[src/rtl/dmem_responder.sv]
`default_nettype none
// ============================================================================
// Module   : dmem_responder
// Purpose  : Data-memory target for the core load/store port. One request at
//            a time, fixed wait latency, RISC-V load extension, error flag.
//            Optional DMEM_STATS_EN macro adds saturating access counters.
// Revision : 1.0 - initial release
// ============================================================================
module dmem_responder #(
    parameter int DEPTH   = 64,
    parameter int LATENCY = 2
) (
    input  logic        clk,
    input  logic        reset,
    input  logic        req_valid,
    output logic        req_ready,
    input  logic        req_we,
    input  logic [31:0] req_addr,
    input  logic [31:0] req_wdata,
    input  logic [2:0]  req_size,
    output logic        rsp_valid,
    input  logic        rsp_ready,
    output logic [31:0] rsp_rdata,
    output logic        rsp_err
`ifdef DMEM_STATS_EN
    ,
    output logic [15:0] stat_loads,
    output logic [15:0] stat_stores,
    output logic [15:0] stat_errs
`endif
);

    localparam int         c_aw     = $clog2(DEPTH);
    localparam logic [3:0] c_lat_m1 = 4'((LATENCY == 0) ? 0 : LATENCY - 1);

    localparam logic [1:0] c_idle   = 2'd0;
    localparam logic [1:0] c_wait   = 2'd1;
    localparam logic [1:0] c_access = 2'd2;
    localparam logic [1:0] c_resp   = 2'd3;

    logic [1:0]  r_state, w_next;
    logic [3:0]  r_cnt;
    logic        r_we;
    logic [31:0] r_addr, r_wdata;
    logic [2:0]  r_size;
    logic [31:0] r_rdata;
    logic        r_err;

    logic [31:0] r_mem [DEPTH];

    logic [c_aw-1:0] w_idx;
    logic [31:0]     w_word, w_load, w_lanes, w_merged;
    logic [7:0]      w_byte;
    logic [15:0]     w_half;
    logic [3:0]      w_be;
    logic            w_size_bad, w_misalign, w_range, w_err;

    // State register
    always_ff @(posedge clk or posedge reset) begin
        if (reset) r_state <= c_idle;
        else       r_state <= w_next;
    end

    // Next-state logic
    always_comb begin
        w_next = r_state;
        case (r_state)
            c_idle:   if (req_valid) w_next = (LATENCY == 0) ? c_access : c_wait;
            c_wait:   if (r_cnt == 4'd0) w_next = c_access;
            c_access: w_next = c_resp;
            c_resp:   if (rsp_ready) w_next = c_idle;
            default:  w_next = c_idle;
        endcase
    end

    // Output logic
    always_comb begin
        req_ready = (r_state == c_idle);
        rsp_valid = (r_state == c_resp);
        rsp_rdata = r_rdata;
        rsp_err   = r_err;
    end

    always_ff @(posedge clk or posedge reset) begin
        if (reset) begin
            r_cnt   <= 4'd0;
            r_we    <= 1'b0;
            r_addr  <= 32'd0;
            r_wdata <= 32'd0;
            r_size  <= 3'd0;
            r_rdata <= 32'd0;
            r_err   <= 1'b0;
        end else begin
            case (r_state)
                c_idle: if (req_valid) begin
                    r_we    <= req_we;
                    r_addr  <= req_addr;
                    r_wdata <= req_wdata;
                    r_size  <= req_size;
                    r_cnt   <= c_lat_m1;
                end
                c_wait: if (r_cnt != 4'd0) r_cnt <= r_cnt - 4'd1;
                c_access: begin
                    r_rdata <= (w_err || r_we) ? 32'd0 : w_load;
                    r_err   <= w_err;
                end
                default: ;
            endcase
        end
    end

    // Error classification; upper address bits must be zero, no aliasing
    always_comb begin
        case (r_size)
            3'b000, 3'b001, 3'b010: w_size_bad = 1'b0;
            3'b100, 3'b101:         w_size_bad = r_we;
            default:                w_size_bad = 1'b1;
        endcase
        w_misalign = ((r_size[1:0] == 2'b01) && r_addr[0]) ||
                     ((r_size[1:0] == 2'b10) && (r_addr[1:0] != 2'b00));
        w_range    = |r_addr[31:c_aw+2];
        w_err      = w_size_bad || w_misalign || w_range;
    end

    assign w_idx  = r_addr[c_aw+1:2];
    assign w_word = r_mem[w_idx];

    always_comb begin
        case (r_addr[1:0])
            2'd0:    w_byte = w_word[7:0];
            2'd1:    w_byte = w_word[15:8];
            2'd2:    w_byte = w_word[23:16];
            default: w_byte = w_word[31:24];
        endcase
        w_half = r_addr[1] ? w_word[31:16] : w_word[15:0];
        case (r_size)
            3'b000:  w_load = {{24{w_byte[7]}}, w_byte};
            3'b001:  w_load = {{16{w_half[15]}}, w_half};
            3'b010:  w_load = w_word;
            3'b100:  w_load = {24'd0, w_byte};
            3'b101:  w_load = {16'd0, w_half};
            default: w_load = 32'd0;
        endcase
    end

    // Replicate store data across lanes, then merge under byte enables
    always_comb begin
        case (r_size[1:0])
            2'b00: begin
                w_be    = 4'b0001 << r_addr[1:0];
                w_lanes = {4{r_wdata[7:0]}};
            end
            2'b01: begin
                w_be    = r_addr[1] ? 4'b1100 : 4'b0011;
                w_lanes = {2{r_wdata[15:0]}};
            end
            default: begin
                w_be    = 4'b1111;
                w_lanes = r_wdata;
            end
        endcase
        w_merged = w_word;
        for (int i = 0; i < 4; i++)
            if (w_be[i]) w_merged[8*i +: 8] = w_lanes[8*i +: 8];
    end

    always_ff @(posedge clk) begin
        if (r_state == c_access && r_we && !w_err)
            r_mem[w_idx] <= w_merged;
    end

`ifdef DMEM_STATS_EN
    always_ff @(posedge clk or posedge reset) begin
        if (reset) begin
            stat_loads  <= 16'd0;
            stat_stores <= 16'd0;
            stat_errs   <= 16'd0;
        end else if (r_state == c_access) begin
            if (w_err) begin
                if (stat_errs != 16'hFFFF) stat_errs <= stat_errs + 16'd1;
            end else if (r_we) begin
                if (stat_stores != 16'hFFFF) stat_stores <= stat_stores + 16'd1;
            end else begin
                if (stat_loads != 16'hFFFF) stat_loads <= stat_loads + 16'd1;
            end
        end
    end
`endif

endmodule
`default_nettype wire

[config.mk]
export PLATFORM = sky130hd
export DESIGN_NAME = dmem_responder
export DESIGN_NICKNAME = d
export VERILOG_FILES = /design/src/rtl/dmem_responder.sv
export SDC_FILE = /design/constraint.sdc
export NUM_CORES = 2
export LEC_CHECK = 0
export ABC_AREA = 1
export CAP_MARGIN = 15
export CORE_ASPECT_RATIO = 1.2
export CORE_UTILIZATION = 56
export CTS_BUF_LIST = sky130_fd_sc_hd__clkbuf_16
export DETAILED_ROUTE_END_ITERATION = 8
export PLACE_DENSITY = 0.75
export RECOVER_POWER = 50
export SYNTH_ARGS = -nofsm -noshare
export SYNTH_HDL_FRONTEND = slang
export SYNTH_SLANG_ARGS = --single-unit
[constraint.sdc]
create_clock -name clk -period 5.3 [get_ports clk]
set_input_delay 0.53 -clock clk [delete_from_list [all_inputs] [get_ports clk]]
set_output_delay 0.53 -clock clk [all_outputs]
set_load 0.01 [all_outputs]
==> impl_metrics.yaml <==
clock_network:
  h-tree-depth: 4
  cts_tree: "done"
  cts.clk_slew.worst_paths_ps: 70
  clkLatencyLatePin_ps: 870
  post_cts_buffers: 0
  clockBufferDepth: 3
  clockRootBuffer: "clkbuf_16"
  cts_resized: 0
  numCtsBuffers: 190
  cts_sinks: 2155
  cts_hold_buf: 0
timing:
  tightest_slew_ps: 3760
  finalHoldViolations: 0
  slew_headroom_pct: -152
  finalMaxSlewViolations: 325
  fmax_ghz: 0.202
  setup_viol: 0
  finalSetupTns_ps: 0
  fin_ws_ps: 358
  rsz0062_at_grt: "false"
  clock_skew_ps: 49.0
  layout_min_cycle_time_ps: 4940
  period_share_pct: 93.3
logic_synthesis:
  async_reset_ff_share_pct: 4.97
  synthDominantCellAreaShare_pct: 71.2
  yosysTopAreaCell: "edfxtp_1"
  yosysSeqAreaShare_pct: 74.3
  synth_flop_cell: "edfxtp_1"
  syn_area_per_cell_sq_um: 11.6
  netlist_area_sq_um: 86400
  synth_area_leaders: "edfxtp_1 71%, nand2_1 15%, dfrtp_1 3.1%, a21oi_1 2.1%, nor2_1 1.4%"
  synth_edf_count: 2048
  ys_types: 41
  synth_cells: 7472
  synth_most_common_cell: "nand2_1"
  synth_common_cells: "3,509 x nand2_1, 2,048 x edfxtp_1, 357 x a21oi_1"
  yosysWarnings: 0
  mappedNetlistNets: 7550
  ys_ff_latch: 2155
setup_path:
  crit_fanout: 64
  endpoint_kind: "register"
  critPathRequiredTime_ps: 5840
  crit_arrival_ps: 5480
  critPathLaunchType: "register"
  critical_path_class: "register to register"
global_routing:
  grt.overflow.total: 0
  grt_pass1_vias: 57700
  grt_max_degree: 154
  grt_pass1_wl_um: 389000
  grt_util_all_layers_pct: 35.0
  antenna_found_initial: 12
layout:
  regArea_sq_um: 64200
  n_fill_cell: 10900
  multi_input_area_sq_um: 20700
  fin_cells: 9830
  drive_above_1_share_pct: 9.12
  area_growth_pct: 13.5
  nNetsFinal: 7756
pwr:
  p_sw_share_pct: 39.3
  vdd_ir_drop_max_mv: 0.673
  p_int_mw: 37.1
  p_switching_mw: 24.0
  p_seq_share_pct: 40.2
  p_clk_share_pct: 22.9
  p_total_mw: 61.2
  p_comb_share_pct: 37.0
  power_density_nw_per_um2: 624
  p_leak_nw: 37.4
route:
  wl_um: 274000
  drt-pass1-iter-count: 5
  ant_nets: 0
  post_drt_wl_per_cell_um: 27.9
  vias_per_cell: 6.09
  vias: 59900
  drt_iter0_markers: 9270
  remaining_drc_errors: 0
status:
  status: "finished, violations left"
  violations: "max-capacitance violations, max-slew violations"
placement:
  hpwlAfterDp_um: 161000
  dp.cells: 9472
  place.gp.congestion: 0.989
  pre_cts_ws_ps: 970
  io_buffers: 106
floorplanning:
  die_area_sq_um: 156000
  rows: 157
  start_util_pct: 56.6
  io_pins: 107
  fp.dieH_um: 432
  die_w_um: 361
  core_sq_um: 153000
hold_path:
  hp-class: "input pin to register"
run:
  max_cap_viol_count: 10
registers in the layout (all words and copies together) (netlist names):
name / flops
r_addr: 32
r_cnt: 4
r_mem: 2048
r_size: 3
r_state: 2
r_wdata: 32
r_we: 1
rsp_err: 1
rsp_rdata: 32
worst paths after layout:
path	startpoint	endpoint	slack (ps)	cells past startpoint
max	r_addr[3]	r_mem[63][14]	360	12
min	req_addr[16]	r_addr[16]	270	3
max reg2reg	r_addr[3]	r_mem[63][14]	360	12
min reg2reg	rsp_err	rsp_err	470	1
max in group asynchronous	reset	r_addr[2]	1970	2
min in group asynchronous	reset	r_addr[25]	1270	2
placed cells by master, fill, tap and decap left out, drive strengths merged, types with 3 or more instances in the layout:
| master | n |
|---|---|
| o21a | 24 |
| or2 | 56 |
| dfrtp | 107 |
| and3 | 4 |
| diode | 3 |
| bufinv | 23 |
| mux2 | 32 |
| nand4 | 101 |
| a22oi | 35 |
| dlygate4sd3 | 36 |
| and2 | 12 |
| o21bai | 5 |
| clkinv | 86 |
| nor4 | 3 |
| clkdlybuf4s50 | 70 |
| nand2 | 3512 |
| nor3 | 14 |
| nor2 | 326 |
| nand3b | 5 |
| inv | 203 |
| clkinvlp | 6 |
| buf | 205 |
| ha | 6 |
| a21oi | 357 |
| clkbuf | 252 |
| o21ai | 189 |
| o211ai | 9 |
| edfxtp | 2048 |
| nand3 | 108 |
stage by stage:
stage | utilization [%] | hold WS [ps] | cell area [sq um]
2_1_floorplan | - | 455 | 86400
3_3_place_gp | 60.4 | 464 | 92300
3_5_place_dp | 60.4 | 469 | 92300
4_1_cts | 64.5 | 234 | 98500
5_1_grt | 64.2 | 274 | 98100
6_report | 64.2 | 272 | 98100
routing by layer:
metal	global-route usage, %	share of wire (%)
met5	0	0.019
met4	26.4	8.5
met3	9.32	13
met2	53.5	45
met1	42.9	33
power groups by stage:
stage	clock network (mW)	logic, mW	registers (mW)
after floorplan	0	10.7	25.6
after global placement	0	21.2	24.9
after detailed placement	0	21.7	24.9
after CTS	14.0	21.9	24.5
after global routing	14.6	23.5	24.6
final	14.0	22.6	24.6
layout make-up:
type	count	share of cell area, %
tap	1987	2.53
sequential	2155	65.4
timing repair buffer	369	3.88
multi-input combinational	4804	21.1
antenna	3	0.00765
inverter	158	0.648
clock buffer	194	4.95
clock inverter	160	1.43
cells by family (layout without fill, tap and decap cells):
kind of cell	Yosys count	in the layout	share of synthesized area, %
buf+inv	513	881	2.64
fa+ha+maj	6	6	0.0869
compound gates	624	624	3.85
other cells	0	3	0
mux	32	32	0.417
simple gates	4141	4141	18.7
xor+xnor	1	1	0.0101
flops	2155	2155	74.3
worst max-delay path, stage by stage (launching register included):
cell,delay (ps)
dfrtp_1,570
inv_8,390
clkbuf_2,980
buf_4,540
a21oi_1,90
o21a_1,180
o21ai_0,380
nand2_1,200
nor2_1,330
nand2_1,320
nand2_1,200
o21ai_4,80
buf_12,220
Power figures use the tool's default switching activity.
